--- src/rtl/control_defs.sv ---
// Shared constants for the basic-computer control sequencer.
//   - common-bus source select codes
//   - AC input (ALU) function codes
//   - memory-reference / register-reference opcode values
//   - instruction field positions and register-reference bit positions
package control_defs;

  typedef enum logic [2:0] {
    BUS_NONE = 3'd0,
    BUS_AR   = 3'd1,
    BUS_PC   = 3'd2,
    BUS_DR   = 3'd3,
    BUS_AC   = 3'd4,
    BUS_IR   = 3'd5,
    BUS_MEM  = 3'd7
  } bus_sel_e;

  typedef enum logic [2:0] {
    ALU_NONE = 3'd0,
    ALU_AND  = 3'd1,
    ALU_ADD  = 3'd2,
    ALU_DR   = 3'd3,
    ALU_CMA  = 3'd4
  } alu_op_e;

  typedef enum logic [2:0] {
    OP_AND = 3'd0,
    OP_ADD = 3'd1,
    OP_LDA = 3'd2,
    OP_STA = 3'd3,
    OP_BUN = 3'd4,
    OP_BSA = 3'd5,
    OP_ISZ = 3'd6,
    OP_REG = 3'd7
  } opcode_e;

  // Instruction word fields
  localparam int IR_I_BIT  = 15;
  localparam int IR_OP_MSB = 14;
  localparam int IR_OP_LSB = 12;

  // Register-reference bits, listed from highest to lowest priority
  localparam int RR_CLA = 11;
  localparam int RR_CMA = 9;
  localparam int RR_INC = 5;
  localparam int RR_HLT = 0;

  localparam logic [3:0] SC_LAST = 4'd6;

endpackage

--- src/rtl/timing_decoder.sv ---
// Sequence-count to timing-signal decoder.
//   sc : 4-bit sequence count
//   t  : 16-bit one-hot timing vector, t[n] high when sc == n
module timing_decoder
  import control_defs::*;
(
  input  logic [3:0]  sc,
  output logic [15:0] t
);

  assign t = 16'(1) << sc;

endmodule

--- src/rtl/control_sequencer.sv ---
// Hardwired control unit for a basic accumulator computer.
// A 4-bit sequence counter steps through fetch (T0..T2), effective-address
// resolution (T3) and execute (T4..T6). All datapath strobes are
// combinational decodes of the current timing signal, the latched opcode/I
// bit and the halted flag; they take effect at the edge that ends the cycle.
//
// Ports
//   clock, clear         : system clock, synchronous active-high reset
//   run                  : allows a new instruction to start at T0
//   ir_data              : IR contents (I, opcode, address/register-ref bits)
//   dr_zero              : DR currently holds zero
//   ar_*/pc_*/dr_*/ac_*  : load/increment/clear strobes of datapath registers
//   ir_load, mem_write   : IR load strobe, memory write strobe at AR
//   bus_sel, alu_op      : common-bus source and AC input function
//   sc_value, halted     : current sequence count, HLT executed
module control_sequencer
  import control_defs::*;
#(
  parameter int ADDR_WIDTH = 12,
  parameter int DATA_WIDTH = 16
) (
  input  logic                  clock,
  input  logic                  clear,
  input  logic                  run,
  input  logic [DATA_WIDTH-1:0] ir_data,
  input  logic                  dr_zero,
  output logic                  ar_load,
  output logic                  ar_inc,
  output logic                  ar_clr,
  output logic                  pc_load,
  output logic                  pc_inc,
  output logic                  pc_clr,
  output logic                  dr_load,
  output logic                  dr_inc,
  output logic                  ac_load,
  output logic                  ac_inc,
  output logic                  ac_clr,
  output logic                  ir_load,
  output logic                  mem_write,
  output logic [2:0]            bus_sel,
  output logic [2:0]            alu_op,
  output logic [3:0]            sc_value,
  output logic                  halted
);

  logic [3:0]            sc;
  opcode_e               op_q;
  logic                  ind_q;
  logic                  halted_q;
  logic [15:0]           t;
  logic                  t_illegal;
  logic                  hlt_now;
  bus_sel_e              bus;
  alu_op_e               alu;
  logic [ADDR_WIDTH-1:0] rr_bits;
  logic                  unused_rr_bits;

  timing_decoder u_timing (
    .sc (sc),
    .t  (t)
  );

  assign rr_bits   = ir_data[ADDR_WIDTH-1:0];
  assign t_illegal = |t[15:7];

  // Only four register-reference bits are decoded here.
  assign unused_rr_bits = ^{rr_bits[10], rr_bits[8:6], rr_bits[4:1]};

  // Strobe decode: nothing is asserted while clear is high or once halted.
  always_comb begin
    ar_load   = 1'b0;
    ar_inc    = 1'b0;
    ar_clr    = 1'b0;
    pc_load   = 1'b0;
    pc_inc    = 1'b0;
    pc_clr    = 1'b0;
    dr_load   = 1'b0;
    dr_inc    = 1'b0;
    ac_load   = 1'b0;
    ac_inc    = 1'b0;
    ac_clr    = 1'b0;
    ir_load   = 1'b0;
    mem_write = 1'b0;
    bus       = BUS_NONE;
    alu       = ALU_NONE;
    hlt_now   = 1'b0;

    if (!clear && !halted_q) begin
      // Fetch
      if (t[0] && run) begin
        bus     = BUS_PC;
        ar_load = 1'b1;
      end
      if (t[1]) begin
        bus     = BUS_MEM;
        ir_load = 1'b1;
        pc_inc  = 1'b1;
      end
      if (t[2]) begin
        bus     = BUS_IR;
        ar_load = 1'b1;
      end

      // Indirect address fetch, or register-reference execution
      if (t[3]) begin
        if (op_q != OP_REG) begin
          if (ind_q) begin
            bus     = BUS_MEM;
            ar_load = 1'b1;
          end
        end else if (!ind_q) begin
          if (rr_bits[RR_CLA]) begin
            ac_clr = 1'b1;
          end else if (rr_bits[RR_CMA]) begin
            ac_load = 1'b1;
            alu     = ALU_CMA;
          end else if (rr_bits[RR_INC]) begin
            ac_inc = 1'b1;
          end else if (rr_bits[RR_HLT]) begin
            hlt_now = 1'b1;
          end
        end
      end

      // Memory-reference execution
      if (t[4]) begin
        case (op_q)
          OP_AND, OP_ADD, OP_LDA, OP_ISZ: begin
            bus     = BUS_MEM;
            dr_load = 1'b1;
          end
          OP_STA: begin
            bus       = BUS_AC;
            mem_write = 1'b1;
          end
          OP_BUN: begin
            bus     = BUS_AR;
            pc_load = 1'b1;
          end
          OP_BSA: begin
            bus       = BUS_PC;
            mem_write = 1'b1;
            ar_inc    = 1'b1;
          end
          default: ;
        endcase
      end
      if (t[5]) begin
        case (op_q)
          OP_AND: begin
            ac_load = 1'b1;
            alu     = ALU_AND;
          end
          OP_ADD: begin
            ac_load = 1'b1;
            alu     = ALU_ADD;
          end
          OP_LDA: begin
            ac_load = 1'b1;
            alu     = ALU_DR;
          end
          OP_BSA: begin
            bus     = BUS_AR;
            pc_load = 1'b1;
          end
          OP_ISZ: dr_inc = 1'b1;
          default: ;
        endcase
      end
      if (t[6] && op_q == OP_ISZ) begin
        bus       = BUS_DR;
        mem_write = 1'b1;
        pc_inc    = dr_zero;
      end
    end
  end

  // Sequence counter, latched opcode/I and halt flag
  always_ff @(posedge clock) begin
    if (clear) begin
      sc       <= 4'd0;
      halted_q <= 1'b0;
      op_q     <= OP_AND;
      ind_q    <= 1'b0;
    end else if (halted_q || t_illegal) begin
      sc <= 4'd0;
    end else begin
      if (t[0]) sc <= run ? 4'd1 : 4'd0;
      if (t[1]) sc <= 4'd2;
      if (t[2]) begin
        sc    <= 4'd3;
        op_q  <= opcode_e'(ir_data[IR_OP_MSB:IR_OP_LSB]);
        ind_q <= ir_data[IR_I_BIT];
      end
      if (t[3]) begin
        if (op_q == OP_REG) begin
          sc <= 4'd0;
          if (hlt_now) halted_q <= 1'b1;
        end else begin
          sc <= 4'd4;
        end
      end
      if (t[4]) begin
        if (op_q == OP_STA || op_q == OP_BUN || op_q == OP_REG) sc <= 4'd0;
        else                                                    sc <= 4'd5;
      end
      if (t[5]) sc <= (op_q == OP_ISZ) ? SC_LAST : 4'd0;
      if (t[6]) sc <= 4'd0;
    end
  end

  assign bus_sel  = bus;
  assign alu_op   = alu;
  assign sc_value = sc;
  assign halted   = halted_q;

endmodule

--- config.mk ---
export PLATFORM = sky130hd
export DESIGN_NAME = control_sequencer
export DESIGN_NICKNAME = d
export VERILOG_FILES = /design/src/rtl/control_defs.sv /design/src/rtl/timing_decoder.sv /design/src/rtl/control_sequencer.sv
export SDC_FILE = /design/constraint.sdc
export NUM_CORES = 1
export LEC_CHECK = 0
export ABC_AREA = 0
export CAP_MARGIN = 20
export CORE_UTILIZATION = 44
export CTS_BUF_LIST = sky130_fd_sc_hd__clkbuf_8
export CTS_CLUSTER_DIAMETER = 40
export DETAILED_ROUTE_END_ITERATION = 8
export PLACE_DENSITY_LB_ADDON = 0.15
export SLEW_MARGIN = 20
export SYNTH_ARGS = -nofsm -noshare
export SYNTH_HDL_FRONTEND = slang
export SYNTH_HIERARCHICAL = 1
export SYNTH_SLANG_ARGS = --single-unit
export TNS_END_PERCENT = 5
--- constraint.sdc ---
create_clock -name clock -period 2.5 [get_ports clock]
set_input_delay 0.625 -clock clock [delete_from_list [all_inputs] [get_ports clock]]
set_output_delay 0.625 -clock clock [all_outputs]
set_load 0.005 [all_outputs]
; Yosys cells after proc, flatten, opt, wreduce, memory -nomap -nowiden
; Cells that the tools add are included.
; Widths: inputs -> output; s select.
[totals]
register_bits = 9
input_bits = 20
out_inout_bits = 24
word_cells = 117
[op_classes]
n_eq_ne = 8
shifts = 1
n_mux = 86
bitwise_logic = 1
n_reduce_logical = 17
[ops]
columns = op, count
row1 = $mux 3, 20
row2 = $mux 1, 57
row3 = $mux 4, 6
row4 = $shl 1x4->16 const A, 1
row5 = $eq 3x3->1 const B, 4
row6 = $pmux 3 s4, 1
row7 = $pmux 3 s3, 1
row8 = $reduce_or 9->1, 1
row9 = $eq 3x2->1 const B, 2
row10 = $reduce_bool 6->1, 1
row11 = $reduce_or 3->1, 2
row12 = $reduce_and 4->1, 1
row13 = $reduce_or 4->1, 1
row14 = $eq 3x1->1 const B, 1
row15 = $logic_and 1x1->1, 3
row16 = $logic_not 3->1, 1
row17 = $logic_or 1x1->1, 3
row18 = $ne 3x3->1 const B, 1
row19 = $logic_not 1->1, 2
row20 = $mux 2, 1
row21 = $reduce_and 2->1, 1
row22 = $reduce_or 2->1, 1
row23 = $not 1->1, 1

; Depth between registers and ports, before layout
[depth]
word_depth = 14
ltp_mapped = 7

; Cells and area by module
; Netlist, hierarchy kept.
[by_module_without_submodules]
columns = module, instances, cells_each, area_per_inst_um2
row1 = control_sequencer, 1, 116, 794.5
row2 = timing_decoder, 1, 20, 276.5

; Worst setup path before layout
; No wires, ideal clock.
[synth_timing]
path_kind = in2out
start = in clear
end = out ac_load
arrival_time_ps = 1592
path_slack_ps = 283
cell_stages = 5
cell_sequence = clkbuf_1 or2_2 nor3_1 and2_1 or2_2
[synth_between]
elab_chain_cells = 3
[synth_rtl]
columns = item, line_no
row1 = from (decl), control_sequencer.sv:23  ; input logic clear,
row2 = $logic_not 1->1, control_sequencer.sv:88  ; if (!clear && !halted_q) begin
row3 = $logic_and 1x1->1, control_sequencer.sv:88
row4 = $mux 1, control_sequencer.sv:88
row5 = to (decl), control_sequencer.sv:35  ; output logic ac_load,
; No other way between the ends.

; Final worst setup path
[layout_timing]
start = reg sc[0] (netlist: sc_value[0])
end = out bus_sel[1]
[layout_rtl]
columns = item, line_no
row1 = from (decl), control_sequencer.sv:46  ; logic [3:0] sc;
row2 = from (signal assigned), control_sequencer.sv:188  ; if (t[0]) sc <= run ? 4'd1 : 4'd0;
row3 = from (signal assigned), control_sequencer.sv:207  ; if (t[5]) sc <= (op_q == OP_ISZ) ? SC_LAST : 4'd0;
row4 = $shl 1x4->16, timing_decoder.sv:11  ; assign t = 16'(1) << sc;
row5 = via t[6], control_sequencer.sv:50  ; logic [15:0] t;
row6 = $logic_and 1x1->1, control_sequencer.sv:170  ; if (t[6] && op_q == OP_ISZ) begin
row7 = $mux 3, control_sequencer.sv:170
row8 = $mux 3, control_sequencer.sv:88
row9 = to (decl), control_sequencer.sv:40  ; output logic [2:0] bus_sel,
; The timed path passes the listed nets, and every way through them passes these cells.

==> summary.md <==
| Metric | Value |
|---|---|
| DIE AREA | `2640 µm²` |
| Asr flop ratio synth | `0%` |
| Cells taking the most area after synthesis | `dfxtp_1 (15%), nor4b_4 (8.9%), nor2_1 (6.3%), and4bb_1 (5.8%), buf_6 (5.3%)` |
| ANT cells | `0` |
| Die X | `51.3 µm` |
| DRT iter0 DRCs | `16` |
| Switch Pwr | `167 µW` |
| Leak | `0.000808 µW` |
| DR pass1 iterations | `6` |
| Top FF cell, synth | `dfxtp_1` |
| DRC Markers | `0` |
| Synth top area share | `15.0%` |
| Switching part of the total power | `31.5%` |
| Yosys top cell by area | `dfxtp_1` |
| Number of enable flip-flop cells after synthesis | `0` |
| Synth top cells by count | `nor2_1 (18), a21oi_1 (11), nand2_1 (11)` |
| Worst skew pair latency | `0.23 ns` |
| CP max-delay cell | `dfxtp_2` |
| HPWL Detailed | `roughly 2200 µm` |
| Filler cells | `174` |
| Remaining Overflow, GRT | `0` |
| Initial antenna violation count | `0` |
| Design area | `1690 µm²` |
| Clock skew | `roughly 0.0022 ns` |
| RSZ-0062 raised after global routing | `true` |
| Minimum clock period | `2.44 ns` |
| Final Hold Vio Count | `0` |
| Most frequent cell after synthesis | `nor2_1` |
| PnR worst setup slack | `0.0563 ns` |
| Dpl ws | `-0.533 ns` |
| Post-Syn Area | `1070 µm²` |
| Placed inst area | `around 1500 µm²` |
| Routed WL | `3080 µm` |
| Critical path class | `flop to output pin` |
| Worst path arrival time | `1.82 ns` |
| Mapped Cells | `136` |
| Vias post-DR | `1234` |
| Clock buffer count from CTS | `3` |
| Setup crit end kind | `output pin` |
| Finish-stage setup viols | `0` |
| Fin crit share | `97.7%` |
| CTS Buffer Depth | `2` |
| Synthesis Warnings | `6` |
| CP cell instances | `buf_4 -> and4bb_2 -> a21oi_1 -> o21ai_0 -> a21oi_1 -> a211oi_2 -> buf_2` |
| Sequential fraction of the synthesis area | `between 10% and 20%` |
| Fin. max-slew vios | `0` |
| CP required | `1.88 ns` |
| I/O pin cnt | `44` |
| Max-cap violations | `0` |
| WHS Path Cells | `2` |
| Htree depth | `1` |
| Peak supply drop | `roughly 0.00029 V` |
| Row count | `17` |
| First-pass GRT wire length | `5060 µm` |
| Flop pwr share | `between 20% and 30%` |
| Gr usage total | `25.0%` |
| Hold Crit Class | `flop to flop` |
| Cell mode on critical path | `a21oi_1` |
| Multi-input logic area | `895 µm²` |
| Port Buffer Count | `32` |
| Critical path launch point type | `flop` |
| Status | `completed` |
| Post-synthesis register bit count | `8` |
| P&R area growth vs syn | `58.2%` |
| Root buf cell | `clkbuf_8` |
| Drt wl/cell | `around 14 µm` |
| Hold_buf cts | `0` |
| Sum Neg Setup Slack | `0 ns` |
| Fin Hold WS | `between 0.5 and 0.6 ns` |
| Core Area | `2250 µm²` |
| Fin nets | `220` |
| Internal | `364 µW` |
| Vias in the first global route | `approximately 1200` |
| Critical Path Max Stage Delay | `0.34 ns` |
| Max Freq | `~410 MHz` |
| WP buf/inv | `2` |
| Combinational power share | `41.9%` |
| R2R depth | `7` |
| Final GP Congestion | `0.830` |
| Initial core utilization | `a little under half` |
| Clock sinks | `8` |
| CP Depth | `7` |
| Largest net degree at the start of global routing | `13` |
| CP top delay family | `compound AO/OA/AOI/OAI gates` |
| Count of different cell masters after synthesis | `45` |
| Clock power share | `30.0%` |
| Register area | `164 µm²` |
| PD cells | `313 nW/µm²` |
| Average vias per placed instance | `5.46` |
| Clk slew on worst S/H paths | `0.04 ns` |
| Syn_area_per_cell | `approximately 8 µm²` |
| Die Y-Extent | `51.3 µm` |
| Proportion of layout cells with a drive suffix above 1 | `32.3%` |
| CTS tree | `done` |
| Antenna viol nets, final | `0` |
| Crit Path Max Fanout | `4` |
worst reg2reg max path: cells and delay by family, from the launching register on:
family          cells  cell delay [ns]
compound gates      1             0.06
buf+inv             2             0.31
flops               1             0.39
simple gates        4             1.26
cell families (layout without fill, tap and decap cells):
logic type | count (synthesis) | count (layout) | synth area share, %
AO/OA/AOI/OAI | 28 | 28 | 16.9
XOR/XNOR | 1 | 1 | 0.818
buffers and inverters | 16 | 69 | 10.3
flip-flops | 8 | 8 | 15.0
multiplexers | 5 | 5 | 4.67
other | 1 | 10 | 0.350
AND/OR/NAND/NOR | 77 | 77 | 52.0
state kept, by name (all words and copies together) (netlist names):
register  cells
sc_value      3
ind_q         1
op_q          3
halted        1
per-layer routing:
layer	vias up	GRT usage [%]	share of wire, %
li1	620	-	-
met1	567	31.6	45
met2	40	43.0	48
met3	7	5.06	4.6
met4	0	6.76	2.0
met5	-	0	0
cells in the final DEF, fill, tap and decap left out, types with 2 or more instances in the layout:
cell type        Yosys  final
buf_4                3     31
nor2_1              18     17
dlygate4sd2_1        0     15
clkdlybuf4s50_1      0     13
nand2_1             11     11
a21oi_1             11     11
conb_1               1     10
mux2i_1              5      5
dfxtp_1              8      5
nand3_1              4      4
and4b_1              4      4
nor4b_4              4      4
nand3b_1             3      3
and3_1               3      3
o21ai_0              5      3
nor3_1               4      3
clkbuf_8             0      3
dfxtp_2              0      3
and4bb_1             5      3
o21ai_1              0      2
a22o_2               2      2
nand2b_1             2      2
a211oi_2             1      2
nor4_1               2      2
a31oi_1              2      2
buf_6                5      2
and4bb_2             1      2
per-stage QoR:
step | instances | util, % | total power [µW]
floorplan | 145 | - | 275
global placement | 216 | 68.7 | 351
detailed placement | 216 | 68.7 | 358
CTS | 223 | 73.6 | 522
global route | 226 | 75.1 | 560
finish | 226 | 75.1 | 531
worst paths after layout:
path,from,end,slack [ns]
worst max-delay path,sc_value[0],bus_sel[1],0.06
worst max register to register,sc_value[1],sc_value[0],0.37
worst min-delay path,sc_value[2],sc_value[2],0.54
worst min register to register,sc_value[2],sc_value[2],0.54
area by class of cell:
type | count | share of cell area (%)
timing repair buffer | 65 | 32.8
tap | 28 | 2.07
sequential | 8 | 9.68
multi-input combinational | 121 | 52.8
inverter | 1 | 0.222
clock buffer | 3 | 2.44
power by group through the flow:
stage          clock, µW  sequential (µW)  combinational [µW]
6_report             159              149                 222
5_1_grt              170              150                 240
4_1_cts              162              148                 212
3_5_place_dp           0              149                 209
3_3_place_gp           0              149                 203
2_1_floorplan          0              146                 129
timing repair:
item                       CTS  global route
gates resized for setup     37             8
setup endpoints to repair   17             6
setup buffers                4             3
pin swaps                    6             3
Power figures use the tool's default switching activity.
